<file path="src/rtl/adder_tree_loader_if.sv">
// rtl/adder_tree_loader_if.sv - stream, adder-tree and result signals of the adder tree loader
interface adder_tree_loader_if #(
    parameter int W          = 16,
    parameter int NUM_INPUTS = 8
);
    localparam int SUM_W = W + $clog2(NUM_INPUTS);
    localparam int CNT_W = $clog2(NUM_INPUTS + 1);

    logic [W-1:0]     in_data;
    logic             in_valid;
    logic             in_last;
    logic             in_ready;
    logic [W-1:0]     tree_inputs [NUM_INPUTS];
    logic [SUM_W-1:0] tree_sum;
    logic [SUM_W-1:0] sum_out;
    logic             sum_valid;
    logic             sum_ready;
    logic [CNT_W-1:0] count_out;

    modport master (
        input  in_data, in_valid, in_last, tree_sum, sum_ready,
        output in_ready, tree_inputs, sum_out, sum_valid, count_out
    );

    modport slave (
        output in_data, in_valid, in_last, tree_sum, sum_ready,
        input  in_ready, tree_inputs, sum_out, sum_valid, count_out
    );
endinterface

</file>
<file path="src/rtl/adder_tree_loader.sv">
// rtl/adder_tree_loader.sv - buffers a sample group into adder-tree slots and captures the tree sum
module adder_tree_loader #(
    parameter int W            = 16,
    parameter int NUM_INPUTS   = 8,
    parameter int TREE_LATENCY = 3
) (
    input  logic                  clock,
    input  logic                  reset,
    adder_tree_loader_if.master   bus
);
    localparam int SUM_W = W + $clog2(NUM_INPUTS);
    localparam int CNT_W = $clog2(NUM_INPUTS + 1);
    localparam logic [CNT_W-1:0] LAST_IDX = CNT_W'(NUM_INPUTS - 1);

    typedef enum logic [1:0] {LOAD, WAIT, DONE} state_t;

    state_t           state;
    state_t           state_next;
    logic [W-1:0]     slots [NUM_INPUTS];
    logic [CNT_W-1:0] count;
    logic [3:0]       wait_cnt;
    logic [SUM_W-1:0] sum_reg;
    logic             ready;
    logic             valid;
    logic             accept;
    logic             capture;
    logic             release_grp;

    always_ff @(posedge clock) begin
        if (reset) begin
            state <= LOAD;
        end else begin
            state <= state_next;
        end
    end

    always_comb begin
        state_next  = state;
        ready       = 1'b0;
        valid       = 1'b0;
        accept      = 1'b0;
        capture     = 1'b0;
        release_grp = 1'b0;
        case (state)
            LOAD: begin
                ready  = 1'b1;
                accept = bus.in_valid;
                // Filling the final slot closes the group even without in_last.
                if (accept && (bus.in_last || count == LAST_IDX)) begin
                    state_next = WAIT;
                end
            end
            WAIT: begin
                if (wait_cnt == 4'd0) begin
                    capture    = 1'b1;
                    state_next = DONE;
                end
            end
            DONE: begin
                valid = 1'b1;
                if (bus.sum_ready) begin
                    release_grp = 1'b1;
                    state_next  = LOAD;
                end
            end
            default: state_next = LOAD;
        endcase
    end

    always_ff @(posedge clock) begin
        if (reset) begin
            for (int i = 0; i < NUM_INPUTS; i++) begin
                slots[i] <= '0;
            end
            count    <= '0;
            wait_cnt <= '0;
            sum_reg  <= '0;
        end else begin
            if (accept) begin
                for (int i = 0; i < NUM_INPUTS; i++) begin
                    if (count == CNT_W'(i)) begin
                        slots[i] <= bus.in_data;
                    end
                end
                count <= count + 1'b1;
            end
            // Preloaded while loading so WAIT spans exactly TREE_LATENCY+1 cycles.
            if (state == LOAD) begin
                wait_cnt <= 4'(TREE_LATENCY);
            end else if (state == WAIT && wait_cnt != 4'd0) begin
                wait_cnt <= wait_cnt - 1'b1;
            end
            if (capture) begin
                sum_reg <= bus.tree_sum;
            end
            if (release_grp) begin
                for (int i = 0; i < NUM_INPUTS; i++) begin
                    slots[i] <= '0;
                end
                count <= '0;
            end
        end
    end

    always_comb begin
        for (int i = 0; i < NUM_INPUTS; i++) begin
            bus.tree_inputs[i] = slots[i];
        end
    end

    assign bus.in_ready  = ready;
    assign bus.sum_valid = valid;
    assign bus.sum_out   = sum_reg;
    assign bus.count_out = count;
endmodule

</file>
<file path="src/flat_wrapper.sv">
// flat-port wrapper written by rule: the top's interface ports become plain ports
module adder_tree_loader_flat 
#(
    parameter int W            = 16,
    parameter int NUM_INPUTS   = 8,
    parameter int TREE_LATENCY = 3
)
  (clock, reset, bus_in_data, bus_in_valid, bus_in_last, bus_tree_sum, bus_sum_ready, bus_in_ready, bus_tree_inputs, bus_sum_out, bus_sum_valid, bus_count_out);
  adder_tree_loader_if #(.W(W), .NUM_INPUTS(NUM_INPUTS)) bus_i ();
  input  logic clock;
  input  logic reset;
  input wire logic [$bits(bus_i.in_data)-1:0] bus_in_data;
  input wire logic [$bits(bus_i.in_valid)-1:0] bus_in_valid;
  input wire logic [$bits(bus_i.in_last)-1:0] bus_in_last;
  input wire logic [$bits(bus_i.tree_sum)-1:0] bus_tree_sum;
  input wire logic [$bits(bus_i.sum_ready)-1:0] bus_sum_ready;
  output wire logic [$bits(bus_i.in_ready)-1:0] bus_in_ready;
  output wire logic [$bits(bus_i.tree_inputs)-1:0] bus_tree_inputs;
  output wire logic [$bits(bus_i.sum_out)-1:0] bus_sum_out;
  output wire logic [$bits(bus_i.sum_valid)-1:0] bus_sum_valid;
  output wire logic [$bits(bus_i.count_out)-1:0] bus_count_out;
  assign bus_i.in_data = bus_in_data;
  assign bus_i.in_valid = bus_in_valid;
  assign bus_i.in_last = bus_in_last;
  assign bus_i.tree_sum = bus_tree_sum;
  assign bus_i.sum_ready = bus_sum_ready;
  assign bus_in_ready = bus_i.in_ready;
  assign bus_tree_inputs = {>>{bus_i.tree_inputs}};
  assign bus_sum_out = bus_i.sum_out;
  assign bus_sum_valid = bus_i.sum_valid;
  assign bus_count_out = bus_i.count_out;
  adder_tree_loader #(.W(W), .NUM_INPUTS(NUM_INPUTS), .TREE_LATENCY(TREE_LATENCY)) u_core (.clock(clock), .reset(reset), .bus(bus_i));
endmodule
</file>
<file path="config.mk">
export PLATFORM = sky130hd
export DESIGN_NAME = adder_tree_loader_flat
export DESIGN_NICKNAME = d
export VERILOG_FILES = /design/src/rtl/adder_tree_loader_if.sv /design/src/rtl/adder_tree_loader.sv /design/src/flat_wrapper.sv
export SDC_FILE = /design/constraint.sdc
export NUM_CORES = 1
export LEC_CHECK = 0
export ABC_AREA = 0
export CORE_MARGIN = 2
export CORE_UTILIZATION = 47
export CTS_BUF_LIST = sky130_fd_sc_hd__clkbuf_8 sky130_fd_sc_hd__clkbuf_16
export CTS_CLUSTER_DIAMETER = 120
export DETAILED_ROUTE_END_ITERATION = 10
export HOLD_SLACK_MARGIN = 0.03
export PLACE_DENSITY = 0.8
export SLEW_MARGIN = 20
export SYNTH_ARGS = -nofsm -noshare
export SYNTH_HDL_FRONTEND = slang
export SYNTH_SLANG_ARGS = --single-unit
export TNS_END_PERCENT = 20
</file>
<file path="constraint.sdc">
create_clock -name clock -period 2.2 [get_ports clock]
set_clock_uncertainty 0.1 [all_clocks]
set_input_delay 0.33 -clock clock [delete_from_list [all_inputs] [get_ports clock]]
set_output_delay 0.33 -clock clock [all_outputs]
set_load 0.03 [all_outputs]
</file>
* Word level (Yosys, flattened, before mapping)
Memory sizes are Yosys's and may differ from the RTL's.
Index checks and enable logic that the tools add are counted.
** Word-level totals
- Flip-flop bits (word level) :: 29
- Bits in writable memories :: 128
- Output and inout bits :: 153
- Memories kept :: 1
** Operators by class
- $add $sub $neg :: 2
- Equality and inequality tests :: 12
- Mux-type cells :: 66
- Bitwise logic cells :: 16
- Reductions and logical operators :: 11
** Memory list
- u_core.slots :: words 8, width 16, read ports 8, clocked after Yosys merged registers in 0, wr ports 8, line adder_tree_loader.sv:19 : logic [W-1:0] slots [NUM_INPUTS];
** Operators with widths (count)
- 16-bit two-way mux :: 16
- 1-bit two-way mux :: 44
- 4-bit by 3-bit == test with 1-bit output, second input constant :: 4
- 1-bit bitwise OR :: 16
- 2-bit two-way mux :: 5
- 4-bit by 2-bit == test with 1-bit output, second input constant :: 2
- 4-bit logical NOT :: 2
- 2-bit one-hot mux with 3 select lines :: 1
- 4-bit by 1-bit adder with 4-bit output, second input constant :: 1
- 4-bit by 1-bit == test with 1-bit output, second input constant :: 1
- 2-bit by 1-bit != test with 1-bit output, second input constant :: 2
- 4-bit nonzero test :: 1
- 2-bit OR reduction :: 2
- 4-bit by 1-bit subtractor with 4-bit output, second input constant :: 1
- 3-bit AND reduction :: 1
- 2-bit by 1-bit == test with 1-bit output, second input constant :: 1
- 2-bit == test, second input constant :: 1
- 1-bit logical AND :: 2
- 2-bit logical NOT :: 1
- 2-bit != test, second input constant :: 1
- 2-bit nonzero test :: 1
- 1-bit logical OR :: 1

* Depth between registers and ports, before layout
Gate-level depths: netlist (run 1).
- Word-level depth :: 7
- Gate-level depth with buffers :: 7
- Mapped depth without buffers :: 5

* Worst setup path after synthesis (run 1)
No wires, ideal clock.
- Path type :: reg-to-reg
- Start point :: reg u_core.count[0] (netlist: u_core.bus.count_out[0])
- End point :: mem u_core.slots[2][0] (netlist: u_core.slots[0][32]), enable pin
- Library setup time :: 0.291 ns
- Arrival time :: 1.578 ns
- Setup slack :: 0.231 ns
- Stages on the path, launching flop included :: 6
- Path buffers :: 1
- Cells stage by stage :: dfxtp_1 inv_1 ha_1 and3_1 buf_2 or2_2
** RTL lines
- from (decl) :: line adder_tree_loader.sv:20 : logic [CNT_W-1:0] count;
- from (signal assigned) :: line adder_tree_loader.sv:85 : count <= count + 1'b1;
- to (decl) :: line adder_tree_loader.sv:19

* Worst setup path in the final report (run 1)
- Start point :: reg u_core.count[2] (netlist: u_core.bus.count_out[2])
- End point :: out bus_count_out[2]
** RTL lines
- to (decl) :: line flat_wrapper.sv:21 : output wire logic [$bits(bus_i.count_out)-1:0] bus_count_out;
No word-level cell between the ends.

==> results of run 1 <==
## synthesized netlist by cell type, drive strengths merged
| cell | n | share of area |
|---|---|---|
| dfxtp | 93 | 0.29 |
| nand3 | 72 | 0.057 |
| and2 | 65 | 0.064 |
| edfxtp | 64 | 0.30 |
| a21oi | 44 | 0.035 |
| o21ai | 34 | 0.027 |
| mux2i | 33 | 0.052 |
| buf | 26 | 0.023 |
| clkbuf | 26 | 0.017 |
| a31o | 19 | 0.026 |
| nand2b | 19 | 0.019 |
| o2111ai | 11 | 0.015 |
| and3 | 6 | 0.0059 |
| inv | 6 | 0.0035 |
| ha | 5 | 0.0099 |
| nand2 | 5 | 0.0030 |
| nor2b | 4 | 0.0039 |
| or2 | 4 | 0.0039 |
| a31oi | 3 | 0.0030 |
| nand4b | 3 | 0.0041 |
| nor2 | 3 | 0.0018 |
| nor4bb | 3 | 0.0047 |
| or3b | 3 | 0.0041 |
| nand3b | 2 | 0.0024 |
| nand4bb | 2 | 0.0035 |
| nor3 | 2 | 0.0016 |
| nor3b | 2 | 0.0041 |
| o21a | 2 | 0.0024 |
| a2111oi | 1 | 0.0024 |
| and4bb | 1 | 0.0020 |
| o31ai | 1 | 0.0012 |
| or3 | 1 | 0.00099 |
| xnor2 | 1 | 0.0014 |
## layer usage
metal / routed length [µm] / share of wire / track usage
met1: 6990 / 0.43 / 0.303
met2: 7880 / 0.48 / 0.369
met3: 1250 / 0.076 / 0.0547
met4: 276 / 0.017 / 0.0850
met5: 0 / 0 / 0
## state kept, by name (all words and copies together) (netlist names)
register              cells
u_core.bus.count_out      4
u_core.bus.sum_out       19
u_core.slots            128
u_core.state              2
u_core.wait_cnt           4
## power breakdown
part	total [W]	switching, W	internal (W)
registers	0.00317	0.0000422	0.00313
logic	0.000740	0.000441	0.000299
clock network	0.00277	0.00112	0.00164
total	0.00667	0.00161	0.00507
## worst max-delay path, stage by stage (launching register included)
cell,delay (ns)
dfxtp_1,0.33
buf_4,0.18
clkdlybuf4s50_1,0.68
## stage by stage
| stage | std cells | power (W) | hold slack, ns | cell area [µm²] |
|---|---|---|---|---|
| 3_5_place_dp | 905 | 0.00397 | 0.362 | 8470 |
| 4_1_cts | 937 | 0.00670 | 0.375 | 9030 |
| 5_1_grt | 937 | 0.00689 | 0.393 | 9030 |
| 3_3_place_gp | 905 | 0.00395 | 0.362 | 8470 |
| 2_1_floorplan | 566 | 0.00362 | 0.364 | 6350 |
| 6_report | 937 | 0.00667 | 0.375 | 9030 |
## cell families after synthesis
kind of cell / after synthesis
xor+xnor: 1
mux: 33
simple gates: 197
compound gates: 115
fa+ha+maj: 5
buf+inv: 58
flops: 157
## path summary, 6_finish.rpt
check | slack, ns | cells after the start | endpoint | startpoint
worst min-delay path | 0.37 | 2 | u_core.slots[1][53]$_SDFFE_PP0P_ | u_core.slots[1][53]$_SDFFE_PP0P_
worst min register to register | 0.37 | 2 | u_core.slots[1][53]$_SDFFE_PP0P_ | u_core.slots[1][53]$_SDFFE_PP0P_
worst max register to register | 0.29 | 6 | u_core.slots[1][16]$_SDFFE_PP0P_ | u_core.state[1]$_SDFFE_PP0P_
worst max-delay path | 0.16 | 2 | bus_count_out[2] | u_core.bus.count_out[2]$_SDFFE_PP0N_
## cell type report
type	instances	area (µm²)	area share
Multi-Input combinational cell	351	2300	0.255
Clock inverter	15	133	0.0147
Sequential cell	157	3780	0.419
Timing Repair Buffer	215	2140	0.237
Clock buffer	17	425	0.0471
Tap cell	176	220	0.0244
Inverter	6	22.5	0.00249
==> impl_results.md, run 1 <==
* Via count at 5,094
* VDD IR-drop max at roughly 0.42 mV
* Sink Count at between 150 and 200
* Post-Synth Simple-Gate Area at 0.186
* Worst Path Arrival at 1.61 ns
* Adder-cell area share of the yosys netlist at 0.00986
* Core area at about 13,000 µm²
* CTS buffer count at 17
* CTS tree: done
* Num ports at 193
* Rel. slew slack at 0.543
* Largest family of logic cells by synthesized area: simple AND/OR/NAND/NOR gates
* Fin. Hold Viols at 0
* GRT Resource Usage Total at 0.229
* Post-CTS Resized at 2
* Commonest non-fill, non-tap cell in the layout: clkdlybuf4s50_1
* Status: finished clean
* Final WL at about 16 mm
* Crit path time final at roughly 2.0 ns
* Initial antenna violation count at 0
* Antenna Nets Post-Route at 0
* Dpl hpwl at around 12 mm
* Max_cap viols at 0
* Commonest non-fill, non-tap cells in the layout: 190 x clkdlybuf4s50_1, 93 x dfxtp_1, 72 x nand3_1, 65 x and2_1, 64 x edfxtp_1
* Type of destination of the critical path: output port
* Seq cells post-synth at approximately 160
* Setup violators final at 0
* Max-slew violations at 0
* Final setup margin at 0.164 ns
* Avg Cell Area, Syn at around 11 µm²
* Final Util at 0.684
* Htree depth at 4
* Port Buf Inserts at between 150 and 200
* Post-Syn Nets at ~600
* P_leak at about 3.5 nW
* Setup total negative slack at 0 ns
* Final nets at 793
* 1st-pass router iterations at 5
* Max FO, Critical Path at 10
* Clock root buffer: clkbuf_16
* Die height at around 120 µm
* Iter 0 DRT Violations at around 500
* Vias in the first global route at around 5,000
* Pwr/cell area at ~740 nW/µm²
* Antenna Cells at 0
* Period utilisation layout at 0.925
* Hold Crit Class: flop to flop
* Hold Buf Count CTS at 0
* Dpl ws at roughly 0.043 ns
* Seq/Total Area, Yosys at 0.596
* Post-CTS Setup Inserts at 0
* Clock Path Buffers at 2
* Core Rows at 42
* Share of cells above drive strength 1 at 0.105
* Die W at approximately 120 µm
* Clk Latency, worst-skew pair at ~0.42 ns
* RSZ-0062 raised after global routing: no
* DRC errors left at 0
* Grt total ovfl at 0
* First-pass GRT wire length at 25.7 mm
* XOR/XNOR Fraction of Synth Area at 0.00138
* Highest Clock Rate at 491 MHz
* Compound-Gate Fraction of Synth Area at 0.112
* Clk pin slew, worst setup/hold paths at 0.06 ns
* Fillers at between 900 and 1,000
* Worst slew pin tran at 0.685 ns
* Synth-to-Final Area Change at 42.2%
* Proportion of synthesized area in mux cells at 0.0520
* Critical path class: flop to output port
* Yosys warnings at 0
* WP data required at 1.77 ns
* DR WL/cell at ~18 µm
* Element type at the critical path start: flop
* Largest net degree at the start of global routing at between 80 and 90
* Gp weighted congestion at ~0.84
* Post-Syn Instances at 566
* Mapped cell area at roughly 6300 µm²
* Starting Density at 0.481
* Vias/cell at 5.44
* Die area at approximately 14,000 µm²
* Synth unique cells at 40
(Power assumes the default switching activity.)
==> run 2: changes to the inputs <==
--- a/config.mk
+++ b/config.mk
@@ -6,6 +6,7 @@
 export NUM_CORES = 1
 export LEC_CHECK = 0
 export ABC_AREA = 0
+export CAP_MARGIN = 20
 export CORE_MARGIN = 2
 export CORE_UTILIZATION = 47
 export CTS_BUF_LIST = sky130_fd_sc_hd__clkbuf_8 sky130_fd_sc_hd__clkbuf_16
@@ -13,6 +14,7 @@
 export DETAILED_ROUTE_END_ITERATION = 10
 export HOLD_SLACK_MARGIN = 0.03
 export PLACE_DENSITY = 0.8
+export SKIP_LAST_GASP = 1
 export SLEW_MARGIN = 20
 export SYNTH_ARGS = -nofsm -noshare
 export SYNTH_HDL_FRONTEND = slang
==> impl_results.md, run 2 (synthesis results as in run 1) <==
* Die W at between 100 and 150 µm
* Clk Latency, worst-skew pair at about 0.42 ns
* Worst slew pin tran at ~0.69 ns
* GRT Resource Usage Total at 0.229
* Fillers at around 960
* Crit-path max cell delay at 0.68 ns
* Dpl hpwl at about 12 mm
* P_leak at 3.51 nW
* Hold depth at 2
* Fin. Hold Viols at 0
* Clock root buffer: clkbuf_16
* Core area at between 10,000 and 15,000 µm²
* Core Rows at 42
* Reg2Reg Depth at 6
* Crit path time final at around 2 ns
* Num ports at about 190
* Iter 0 DRT Violations at approximately 480
* Starting Density at 0.481
* Worst Hold End: u_core.slots[1][53]$_SDFFE_PP0P_
* Clk pin slew, worst setup/hold paths at 0.06 ns
* RSZ-0062 raised after global routing: no
* Share of cells above drive strength 1 at 0.105
* Vias in the first global route at just under 5,000
* DRC errors left at 0
* Period utilisation layout at 0.924
* Grt total ovfl at 0
* Setup violators final at 0
* Max FO, Critical Path at 10
* Final setup margin at 0.167 ns
* Vias/cell at 5.39
* Biggest register: u_core.slots
* Commonest non-fill, non-tap cell in the layout: clkdlybuf4s50_1
* Element type at the critical path start: flop
* Htree depth at 4
* Sink Count at around 160
* 1st-pass router iterations at 4
* CTS buffer count at 17
* DR WL/cell at roughly 17 µm
* WP data required at 1.77 ns
* Crit-path cells: buf_4 -> clkdlybuf4s50_1
* Setup total negative slack at 0 ns
* Via count at approximately 5,000
* Critical hold path startpoint: u_core.slots[1][53]$_SDFFE_PP0P_
* Highest Clock Rate at about 490 MHz
* Worst r2r src: u_core.state[1]$_SDFFE_PP0P_
* Design area at between 9000 and 10,000 µm²
* Final nets at between 700 and 800
* Antenna Nets Post-Route at 0
* Largest net degree at the start of global routing at 81
* Worst Path Arrival at about 1.6 ns
* CTS tree: done
* Final WL at between 15 and 20 mm
* Reg2reg setup slack at between 0.2 and 0.3 ns
* Type of destination of the critical path: output port
* Die area at 14,500 µm²
* Post-CTS Setup Inserts at 0
* Max reg flops at ~130
* Antenna Cells at 0
* Highest-delay cell along the critical path: clkdlybuf4s50_1
* Clock Path Buffers at 2
* Pwr/cell area at 738 nW/µm²
* Hold Crit Class: flop to flop
* Status: finished clean
* Reg-to-reg endpoint: u_core.slots[1][16]$_SDFFE_PP0P_
* First-pass GRT wire length at around 26 mm
* Max-slew violations at 0
* Commonest non-fill, non-tap cells in the layout: 190 x clkdlybuf4s50_1, 93 x dfxtp_1, 72 x nand3_1, 65 x and2_1, 64 x edfxtp_1
* Critical path class: flop to output port
* Max_cap viols at 0
* DP Area at between 8000 and 9000 µm²
* Gp weighted congestion at 0.837
* Dpl ws at 0.0427 ns
* Port Buf Inserts at 192
* VDD IR-drop max at a little over 0.4 mV
* Synth-to-Final Area Change at 42.3%
* Initial antenna violation count at 0
* Die height at about 120 µm
* Final Util at 0.685
* Rel. slew slack at 0.541
==> run 2: metal layers <==
layer,vias up,routed length [µm],global-route usage
li1,2400,-,-
met1,2410,7100,0.303
met2,224,7890,0.369
met3,17,1150,0.0547
met4,0,231,0.0850
met5,-,0,0
==> run 2: through the flow <==
| stage | power (W) | hold slack [ns] | instances |
|---|---|---|---|
| floorplan | 0.00362 | 0.364 | 566 |
| global placement | 0.00395 | 0.362 | 905 |
| detailed placement | 0.00397 | 0.362 | 905 |
| CTS | 0.00670 | 0.375 | 937 |
| global route | 0.00689 | 0.393 | 937 |
| finish | 0.00666 | 0.374 | 937 |
==> run 2: worst max path at each step <==
stage,startpoint,end,cells past startpoint
4_1_cts,u_core.state[1]$_SDFFE_PP0P_,bus_sum_valid,2
3_5_place_dp,bus_in_valid,u_core.slots[1][29]$_SDFFE_PP0P_,6
2_1_floorplan,u_core.bus.count_out[0]$_SDFFE_PP0N_,u_core.slots[0][32]$_SDFFCE_PN0P_,5
3_3_place_gp,bus_in_valid,u_core.slots[1][27]$_SDFFE_PP0P_,6
6_report,u_core.bus.count_out[2]$_SDFFE_PP0N_,bus_count_out[2],2
5_1_grt,u_core.state[1]$_SDFFE_PP0P_,bus_in_ready,3
==> run 2: worst max-delay path: cells and delay by family (launching register included) <==
family / cells / cell delay [ns]
DFF: 1 / 0.33
buffers and inverters: 2 / 0.86
==> run 2: power breakdown <==
group	switching (W)	internal, W	total (W)
logic	0.000440	0.000299	0.000740
clock network	0.00111	0.00164	0.00276
registers	0.0000423	0.00313	0.00317
==> run 2: cell type report <==
| cell class | count | area [µm²] | area share |
|---|---|---|---|
| Multi-Input combinational cell | 351 | 2300 | 0.255 |
| Tap cell | 176 | 220 | 0.0244 |
| Timing Repair Buffer | 215 | 2150 | 0.238 |
| Clock inverter | 15 | 133 | 0.0147 |
| Inverter | 6 | 22.5 | 0.00249 |
| Sequential cell | 157 | 3780 | 0.419 |
| Clock buffer | 17 | 425 | 0.0471 |
==> run 2: what timing repair did <==
| item | in CTS | in global routing |
|---|---|---|
| hold buffers | 0 | 0 |
| endpoints found under the setup margin | 2 | 1 |
| resized for setup | 1 | 1 |
